`config.mk`:
```
export PLATFORM = sky130hd
export DESIGN_NAME = axi4_lite_cmd_master
export DESIGN_NICKNAME = d
export VERILOG_FILES = /design/src/rtl/axi4_lite_cmd_master.sv
export SDC_FILE = /design/constraint.sdc
export NUM_CORES = 1
export LEC_CHECK = 0
export ABC_AREA = 1
export CORE_MARGIN = 4
export CORE_UTILIZATION = 39
export CTS_BUF_LIST = sky130_fd_sc_hd__clkbuf_8
export DETAILED_ROUTE_END_ITERATION = 7
export PLACE_DENSITY = 0.94
export SLEW_MARGIN = 20
export SYNTH_ARGS = -nofsm -noshare
export SYNTH_HDL_FRONTEND = slang
export SYNTH_SLANG_ARGS = --single-unit
```
`constraint.sdc`:
```
create_clock -name aclk -period 1.35 [get_ports aclk]
set_input_delay 0.3375 -clock aclk [delete_from_list [all_inputs] [get_ports aclk]]
set_output_delay 0.3375 -clock aclk [all_outputs]
set_load 0.1 [all_outputs]
```
`src/rtl/axi4_lite_cmd_master.sv`:
```
// axi4_lite_cmd_master: single-outstanding command to AXI4-lite master bridge.
// Optional wr/rd/err counters are enabled with AXI4_LITE_CMD_MASTER_STATS_EN.
module axi4_lite_cmd_master #(
  parameter int A = 16,
  parameter int N = 4
) (
  input  logic           aclk,
  input  logic           areset,
  input  logic           cmd_valid,
  output logic           cmd_ready,
  input  logic           cmd_write,
  input  logic [A-1:0]   cmd_addr,
  input  logic [N*8-1:0] cmd_wdata,
  input  logic [N-1:0]   cmd_wstrb,
  output logic           rsp_valid,
  input  logic           rsp_ready,
  output logic [N*8-1:0] rsp_rdata,
  output logic [1:0]     rsp_resp,
  output logic [A-1:0]   awaddr,
  output logic [2:0]     awprot,
  output logic           awvalid,
  input  logic           awready,
  output logic [N*8-1:0] wdata,
  output logic [N-1:0]   wstrb,
  output logic           wvalid,
  input  logic           wready,
  input  logic [1:0]     bresp,
  input  logic           bvalid,
  output logic           bready,
  output logic [A-1:0]   araddr,
  output logic [2:0]     arprot,
  output logic           arvalid,
  input  logic           arready,
  input  logic [N*8-1:0] rdata,
  input  logic [1:0]     rresp,
  input  logic           rvalid,
  output logic           rready
`ifdef AXI4_LITE_CMD_MASTER_STATS_EN
  ,
  output logic [15:0]    wr_count,
  output logic [15:0]    rd_count,
  output logic [15:0]    err_count
`endif
);
  typedef enum logic [2:0] {IDLE, WR_REQ, WR_RESP, RD_REQ, RD_RESP, DONE} state_t;
  state_t state_q, state_d;
  logic [A-1:0] addr_q, addr_d;
  logic [N*8-1:0] wdata_q, wdata_d, rdata_q, rdata_d;
  logic [N-1:0] wstrb_q, wstrb_d;
  logic [1:0] resp_q, resp_d;
  logic aw_done_q, aw_done_d, w_done_q, w_done_d;
  always_ff @(posedge aclk) begin
    if (areset) begin
      state_q   <= IDLE;
      addr_q    <= '0;
      wdata_q   <= '0;
      wstrb_q   <= '0;
      rdata_q   <= '0;
      resp_q    <= '0;
      aw_done_q <= 1'b0;
      w_done_q  <= 1'b0;
    end else begin
      state_q   <= state_d;
      addr_q    <= addr_d;
      wdata_q   <= wdata_d;
      wstrb_q   <= wstrb_d;
      rdata_q   <= rdata_d;
      resp_q    <= resp_d;
      aw_done_q <= aw_done_d;
      w_done_q  <= w_done_d;
    end
  end
  always_comb begin
    state_d   = state_q;
    addr_d    = addr_q;
    wdata_d   = wdata_q;
    wstrb_d   = wstrb_q;
    rdata_d   = rdata_q;
    resp_d    = resp_q;
    aw_done_d = aw_done_q;
    w_done_d  = w_done_q;
    case (state_q)
      IDLE: if (cmd_valid) begin
        addr_d    = cmd_addr;
        wdata_d   = cmd_wdata;
        wstrb_d   = cmd_wstrb;
        aw_done_d = 1'b0;
        w_done_d  = 1'b0;
        state_d   = cmd_write ? WR_REQ : RD_REQ;
      end
      // AW and W complete independently; leave once both are done, even in the same cycle
      WR_REQ: begin
        aw_done_d = aw_done_q | awready;
        w_done_d  = w_done_q | wready;
        state_d   = (aw_done_d && w_done_d) ? WR_RESP : WR_REQ;
      end
      WR_RESP: if (bvalid) begin
        resp_d  = bresp;
        rdata_d = '0;
        state_d = DONE;
      end
      RD_REQ: state_d = arready ? RD_RESP : RD_REQ;
      RD_RESP: if (rvalid) begin
        resp_d  = rresp;
        rdata_d = rdata;
        state_d = DONE;
      end
      DONE: state_d = rsp_ready ? IDLE : DONE;
      default: state_d = IDLE;
    endcase
  end
  assign cmd_ready = state_q == IDLE && !areset;
  assign awvalid   = state_q == WR_REQ && !aw_done_q;
  assign wvalid    = state_q == WR_REQ && !w_done_q;
  assign bready    = state_q == WR_RESP;
  assign arvalid   = state_q == RD_REQ;
  assign rready    = state_q == RD_RESP;
  assign rsp_valid = state_q == DONE;
  assign awaddr    = addr_q;
  assign araddr    = addr_q;
  assign wdata     = wdata_q;
  assign wstrb     = wstrb_q;
  assign awprot    = 3'b000;
  assign arprot    = 3'b000;
  assign rsp_rdata = rdata_q;
  assign rsp_resp  = resp_q;
`ifdef AXI4_LITE_CMD_MASTER_STATS_EN
  logic [15:0] wr_q, rd_q, err_q;
  logic done_e;
  assign done_e = state_q != DONE && state_d == DONE;
  always_ff @(posedge aclk) begin
    if (areset) begin
      wr_q  <= '0;
      rd_q  <= '0;
      err_q <= '0;
    end else if (done_e) begin
      if (state_q == WR_RESP && wr_q != 16'hFFFF) wr_q <= wr_q + 16'd1;
      if (state_q == RD_RESP && rd_q != 16'hFFFF) rd_q <= rd_q + 16'd1;
      if (resp_d != 2'b00 && err_q != 16'hFFFF) err_q <= err_q + 16'd1;
    end
  end
  assign wr_count  = wr_q;
  assign rd_count  = rd_q;
  assign err_count = err_q;
`endif
endmodule
```
======== Yosys cells after proc, flatten, opt, wreduce, memory -nomap -nowiden ========
Cells that the tools add are included.
storage, ports and cells
  input port bits ......................... 98
  word-level logic and storage cells ...... 49
  bits in registers ....................... 91
cells by class
  bitwise operators ....................... 2
  reduce and logical (&&, ||, !) cells .... 14
  mux-type cells .......................... 17
  equal/unequal tests ..................... 8
operators by type and width
  kind                                                             count
  32-bit 2-to-1 mux                                                2
  32-bit one-hot mux with 2 select lines                           1
  3-bit one-hot mux with 6 select lines                            1
  3-bit 2-to-1 mux                                                 5
  2-bit 2-to-1 mux                                                 4
  3-bit by 2-bit == test with 1-bit output, second input constant  2
  3-bit == test, second input constant                             2
  2-bit inequality test, second input constant                     3
  3-bit AND reduction                                              2
  1-bit logical AND                                                4
  1-bit one-hot mux with 2 select lines                            2
  2-bit one-hot mux with 2 select lines                            1
  2-bit AND reduction                                              2
  2-bit nonzero test                                               2
  3-bit by 1-bit == test with 1-bit output, second input constant  1
  1-bit zero test                                                  3
  3-bit zero test                                                  1
  1-bit bitwise OR                                                 2
  1-bit 2-to-1 mux                                                 1

======== Depth between registers and ports, before layout ========
Gate-level depths: netlist of the first run.
  depth after elaboration ................. 4
  gate-level depth with buffers ........... 8

======== Worst setup path before layout of the first run ========
No wires, ideal clock.
  path kind ............................... register to register
  start ................................... reg state_q[0]
  end ..................................... reg state_q[1]
  library setup time ...................... 0.070 ns
  required time ........................... 1.280 ns
  stages on the path, launching flop included .. 7
  setup slack ............................. -1.014 ns
  data arrival time ....................... 2.293 ns
  cells stage by stage .................... dfxtp_1 > nand2_1 > nor2_1 > nand2_1 > nand3_1 > nand2_1 > a21oi_1
on the way
  elaborated cells on any way between the ends .. 11
  those cells by class .................... 8 x eq/ne; 1 x mux; 2 x reduce/logical
RTL lines
  what                                      line  source
  start, declared                           46    state_t state_q, state_d;
  start signal, assigned                    63    state_q <= state_d;
  3-bit by 2-bit == test with 1-bit output  -
  named net arvalid                         32    output logic arvalid,
  3-bit one-hot mux with 6 select lines     82    case (state_q)
The timed path passes the listed nets, and every way through them passes these cells.
A chain may end at the register's enable or synchronous reset.

======== Final worst setup path of the first run ========
  start ................................... reg state_q[1]
  end ..................................... reg wdata_q[7], in the netlist wdata[7]
on the way
  longest elaborated chain between the ends .. 2
RTL lines
  what                           line  source
  3-bit zero test                82
  2-bit AND reduction (no line)  -
  end signal, assigned           65    wdata_q <= wdata_d;
  end, declared                  48    logic [N*8-1:0] wdata_q, wdata_d, rdata_q, rdata_d;
Every way passes these cells.

==> results of run 1 <==
==> path summary, 6_finish.rpt <==
path / to / slack (ns)
worst max-delay path: wdata[7] / -0.60
worst min-delay path: wdata[19] / 0.52
worst max register to register: wdata[7] / -0.60
worst min register to register: wdata[19] / 0.52
==> what timing repair did <==
item,in CTS,in global routing
endpoints found under the setup margin,57,98
gates cloned,9,8
setup buffers,19,16
hold buffers,0,0
pin swaps,10,26
resized for setup,85,184
==> stage by stage <==
stage          power (mW)  setup TNS, ns  setup slack [ns]
3_3_place_gp         15.7         -16.62            -0.219
5_1_grt              22.7         -33.05            -0.571
2_1_floorplan        11.7         -0.688            -0.102
3_5_place_dp         16.0         -23.96            -0.356
6_report             22.5         -29.19            -0.600
4_1_cts              19.7         -18.21            -0.313
==> cell type report <==
cell class	instances	area, um^2	share of cell area
clock buffer	10	138	0.0159
antenna	1	2.50	0.000290
inverter	66	274	0.0317
clock inverter	6	41.3	0.00478
tap	108	135	0.0156
sequential	91	1890	0.219
multi-input combinational	270	2130	0.247
timing repair buffer	262	4020	0.466
==> worst max-delay path: stages, from the launching register on <==
cell and delay [ns]:
dfxtp_4 0.39, nor2_4 0.16, buf_4 0.14, buf_6 0.10, nand3_4 0.17, buf_6 0.21, buf_16 0.16, a21oi_1 0.45
==> kinds of logic after synthesis <==
| family | Yosys count |
|---|---|
| buffers and inverters | 115 |
| and+or+nand+nor | 121 |
| AOI/OAI and AO/OA | 143 |
| DFF | 91 |
| other | 1 |
==> placed cells by master (no fill, tap or decap), types with 2 or more instances in the layout <==
master,netlist,layout
clkbuf_8,0,10
a21oi_4,0,12
o21ai_1,0,4
nand3_4,1,4
clkdlybuf4s50_1,0,97
nor2_1,18,12
dfxtp_1,91,69
nand3_1,5,2
a21oi_1,89,36
buf_4,22,19
clkinv_4,0,2
buf_16,0,9
conb_1,1,6
o21ai_4,0,31
nand2_4,0,4
dfxtp_2,0,4
clkbuf_16,0,6
buf_12,0,118
nand3b_1,2,2
inv_1,63,60
a21oi_2,0,41
o21ai_2,0,17
dfxtp_4,0,18
buf_6,3,12
nand2_2,1,23
clkinvlp_4,0,5
nand2_1,90,63
nor2_4,1,7
nand3_2,2,2
o21ai_0,54,2
==> flip-flops by register name, indices dropped and copies added (netlist names) <==
| signal | flops |
|---|---|
| wdata | 32 |
| w_done_q | 1 |
| aw_done_q | 1 |
| rsp_resp | 2 |
| araddr | 16 |
| wstrb | 4 |
| rsp_rdata | 32 |
| state_q | 3 |
==> routing by layer <==
| metal | wire, um | part of all wire | vias up |
|---|---|---|---|
| met1 | 7670 | 0.32 | 2317 |
| li1 | - | - | 1925 |
| met5 | 0 | 0 | - |
| met4 | 2130 | 0.088 | 0 |
| met3 | 2550 | 0.11 | 157 |
| met2 | 12000 | 0.49 | 497 |
==> power groups by stage <==
stage	clock network [mW]	logic [mW]	registers (mW)
after global routing	1.89	16.4	4.45
after detailed placement	0	11.7	4.31
after global placement	0	11.5	4.22
after floorplan	0	3.76	7.91
after CTS	1.72	13.7	4.25
final	1.80	16.2	4.43
==> qor.csv, run 1 <==
metric,value,unit
status,"complete, but fails checks",
violated checks,negative setup slack,
number of synthesized flops with an enable pin,0,
post-layout min period,1.95,ns
first-pass GRT wire length,24800,um
Clock Tree Root,clkbuf_8,
DIE WIDTH,104,um
post-synthesis mux area share,0,
Die Footprint,10800,um^2
DR vias/cell,6.01,
post-synth cell types,19,
initial antenna violation count,1,
H-tree levels,3,
relative slew slack,0.656,
CTS Buf Count,9,
Sink Count,91,
Syn Area/Cell,7.63,um^2
Critical Path Source,state_q[1],
Nets,798,
Syn Inst Count,471,
min-delay worst type,reg2reg,
Synth top area share,0.507,
Final setup viols,105,
DP Wirelength,10200,um
GRT Overall Usage,0.293,
final design utilization,0.976,
main flop type after synthesis,dfxtp_1,
Longest Clk Path Bufs,2,
worst skew pair latency,0.37,ns
vias in the first global route,4371,
Non-Filler Instances,814,
Routability Congestion,0.852,
Pwr per Cell Area,2600,nW/um^2
Fillers,117,
Reg2Reg Depth,7,
share of power burned in registers,0.197,
Slew Limit Fails,0,
final hold viol count,0,
HP Start,wdata[19],
P_leak,3.26,nW
post-synthesis simple-gate area fraction,0.141,
row count,34,
Net Sw Power,12.2,mW
crit path max fanout,13,
placed inst area,6900,um^2
met1 Track Usage GR,0.311,
Worst R2R Start,state_q[1],
"Req. time, crit path",1.56,ns
Final WS setup,-0.600,ns
main combinational cell family by area after synthesis,compound AO/OA/AOI/OAI gates,
DRC errors left,0,
Clock power frac,0.080,
chip height,104,um
Hold Path Depth,2,
worst-margin pin slew,0.516,ns
Switching Share,0.543,
WL per Instance,29.9,um
final instance area,8640,um^2
Clock Pin Slew Worst Setup and Hold Paths,0.10,ns
YS warnings,0,
most instantiated library cell after synthesis,dfxtp_1,
Pint,10.3,mW
clk_skew,0.0187,ns
crit end category,flip-flop,
leading cell types by total area after synthesis,"dfxtp_1, a21oi_1, nand2_1, o21ai_0, inv_1",
final wirelength,24300,um
Async SR Flop Fraction,0,
Comb pwr share,0.723,
area grow syn2layout,140,%
Hold WS,0.516,ns
synthesized area,3590,um^2
Post-Synth Adder-Cell Area,0,
Port Buffers,206,
Post-DRT Antenna Nets,0,
initial core utilization,0.406,
met3 GRT Util,0.0894,
Synth Area in XOR/XNOR,0,
met2 usage,0.539,
grt ovf,0,
CTS tree,done,
Fmax achieved,513,MHz
I/O pins,213,
max cap viols,0,
share of cells above drive strength 1,0.496,
"area leader, netlist",dfxtp_1,
drt first-iter violations,405,
fin crit share,1.44,
crit path kind,reg2reg,
"flops & latches, synth",91,
most frequent cells after synthesis,"dfxtp_1, nand2_1, a21oi_1",
drt pass-1 iters,5,
RSZ-0062 raised after global routing,yes,
peak supply drop,1.23,mV
part of the Yosys area used for sequential elements,0.507,
pin count of the biggest net entering global routing,55,
Compound-Gate Fraction of Synth Area,0.199,
total core area,8850,um^2
dpl cells,751,
gr busiest metal,met2,
Worst EP arrival,2.16,ns
crit start category,flip-flop,
vias,4896,
Power figures use the tool's default switching activity.
==> run 2: changes to the inputs <==
HOLD_SLACK_MARGIN = 0.08   (was unset)
clock period = 2 ns   (was 1.35 ns; I/O delays follow)
==> qor.csv, run 2 (synthesized netlist as in run 1, its figures left out) <==
metric,value,unit,change
min-delay worst type,reg2reg,,
Non-Filler Instances,760,,-6.6%
RSZ-0062 raised after global routing,no,,
vias in the first global route,3738,,-14%
n_diodes,0,,-1
crit path kind,reg2out,,
status,completed,,
placed inst area,5910,um^2,-14%
crit end category,output pin,,
Hold Crit Endpoint,wstrb[0],,
setup bufs post-CTS,0,,-19
Worst EP arrival,1.43,ns,-0.73 ns
max cap viols,0,,unchanged
Final setup viols,0,,-100%
worst skew pair latency,0.35,ns,-0.02 ns
grt ovf,0,,unchanged
Sink Count,91,,unchanged
Die Footprint,10800,um^2,unchanged
I/O pins,213,,unchanged
Final TNS setup,0,ns,+29.19 ns
Slew Limit Fails,0,,unchanged
area grow syn2layout,69.1,%,
Multi-input gate area,1250,um^2,-41%
Fillers,641,,+450%
DIE WIDTH,104,um,unchanged
P_leak,2.53,nW,-22%
WL per Instance,14.9,um,-50%
crit start category,flip-flop,,
total core area,8850,um^2,unchanged
Final WS setup,0.0726,ns,+0.673 ns
total power,10.7,mW,-52%
chip height,104,um,unchanged
DRC errors left,0,,unchanged
"Gates resized, CTS repair",0,,-100%
share of cells above drive strength 1,0.209,,-0.288
Pwr per Cell Area,1770,nW/um^2,-32%
Fmax achieved,519,MHz,
Post-DRT Antenna Nets,0,,unchanged
dpl ws,0.0829,ns,+0.439 ns
post-layout min period,1.93,ns,
Routability Congestion,0.825,,-3.2%
"commonest non-fill, non-tap cells in the layout","clkdlybuf4s50_1, dfxtp_1, nand2_1",,
DR vias/cell,4.86,,-19%
Worst R2R Start,state_q[1],,
clk_skew,0.0136,ns,-0.00512 ns
Clock Tree Root,clkbuf_8,,
crit path max fanout,6,,-7
final design utilization,0.687,,-0.290
Longest Clk Path Bufs,2,,unchanged
dpl cells,745,,-0.80%
Reg2Reg Depth,6,,-1
Clock Pin Slew Worst Setup and Hold Paths,0.09,ns,about the same
"Req. time, crit path",1.50,ns,-0.06 ns
first-pass GRT wire length,18300,um,-26%
pin count of the biggest net entering global routing,107,,+95%
Port Buffers,206,,unchanged
internal reg-to-reg setup slack,0.44,ns,+1.04 ns
vias,3692,,-25%
final instance area,6080,um^2,-30%
GRT Overall Usage,0.205,,-0.0873
final hold viol count,0,,unchanged
Hold WS,0.451,ns,-0.0648 ns
Nets,746,,-6.5%
row count,34,,unchanged
H-tree levels,3,,unchanged
drt first-iter violations,114,,-72%
reg-to-reg endpoint,rsp_rdata[31],,
Hold Path Depth,2,,unchanged
drt pass-1 iters,4,,-1
fin crit share,0.964,,
initial antenna violation count,0,,-1
CTS hold repair buffers,0,,unchanged
peak supply drop,0.819,mV,-33%
final wirelength,11300,um,-53%
DP Wirelength,8910,um,-13%
CTS Buf Count,9,,unchanged
HP Start,wstrb[0],,
Seq. cell area,1820,um^2,-3.8%
"commonest non-fill, non-tap cell in the layout",clkdlybuf4s50_1,,
CTS tree,done,,
initial core utilization,0.406,,unchanged
## run 2: power by group
group          leakage (nW)  internal [mW]  switching, mW
logic                  1.70           1.91           5.08
registers             0.746           2.23          0.415
clock network        0.0791          0.447          0.643
## run 2: routing by layer
layer	up-vias	wire, um	global-route usage
met5	-	0	0
met4	0	214	0.0769
met3	17	1020	0.0621
met2	185	5870	0.375
met1	1679	4220	0.223
li1	1811	-	-
## run 2: worst max path at each step
stage | slack (ns) | cells after the start | end | start
floorplan | -0.37 | 4 | awvalid | state_q[2]
global placement | 0.16 | 5 | rsp_resp[1] | rvalid
detailed placement | 0.08 | 5 | rsp_rdata[14] | rvalid
CTS | 0.06 | 3 | arvalid | state_q[0]
global route | 0.01 | 4 | awvalid | state_q[2]
finish | 0.07 | 3 | arvalid | state_q[0]
## run 2: final cells by class
cell class / instances / area share
inverter: 66 / 0.0408
sequential: 91 / 0.300
multi-input combinational: 270 / 0.205
tap: 108 / 0.0222
clock inverter: 6 / 0.00721
clock buffer: 9 / 0.0204
timing repair buffer: 210 / 0.404
## run 2: critical path: stages, from the launching register on
cell     delay [ns]
dfxtp_1        0.48
nand2_1        0.10
nor2_1         0.28
buf_12         0.22
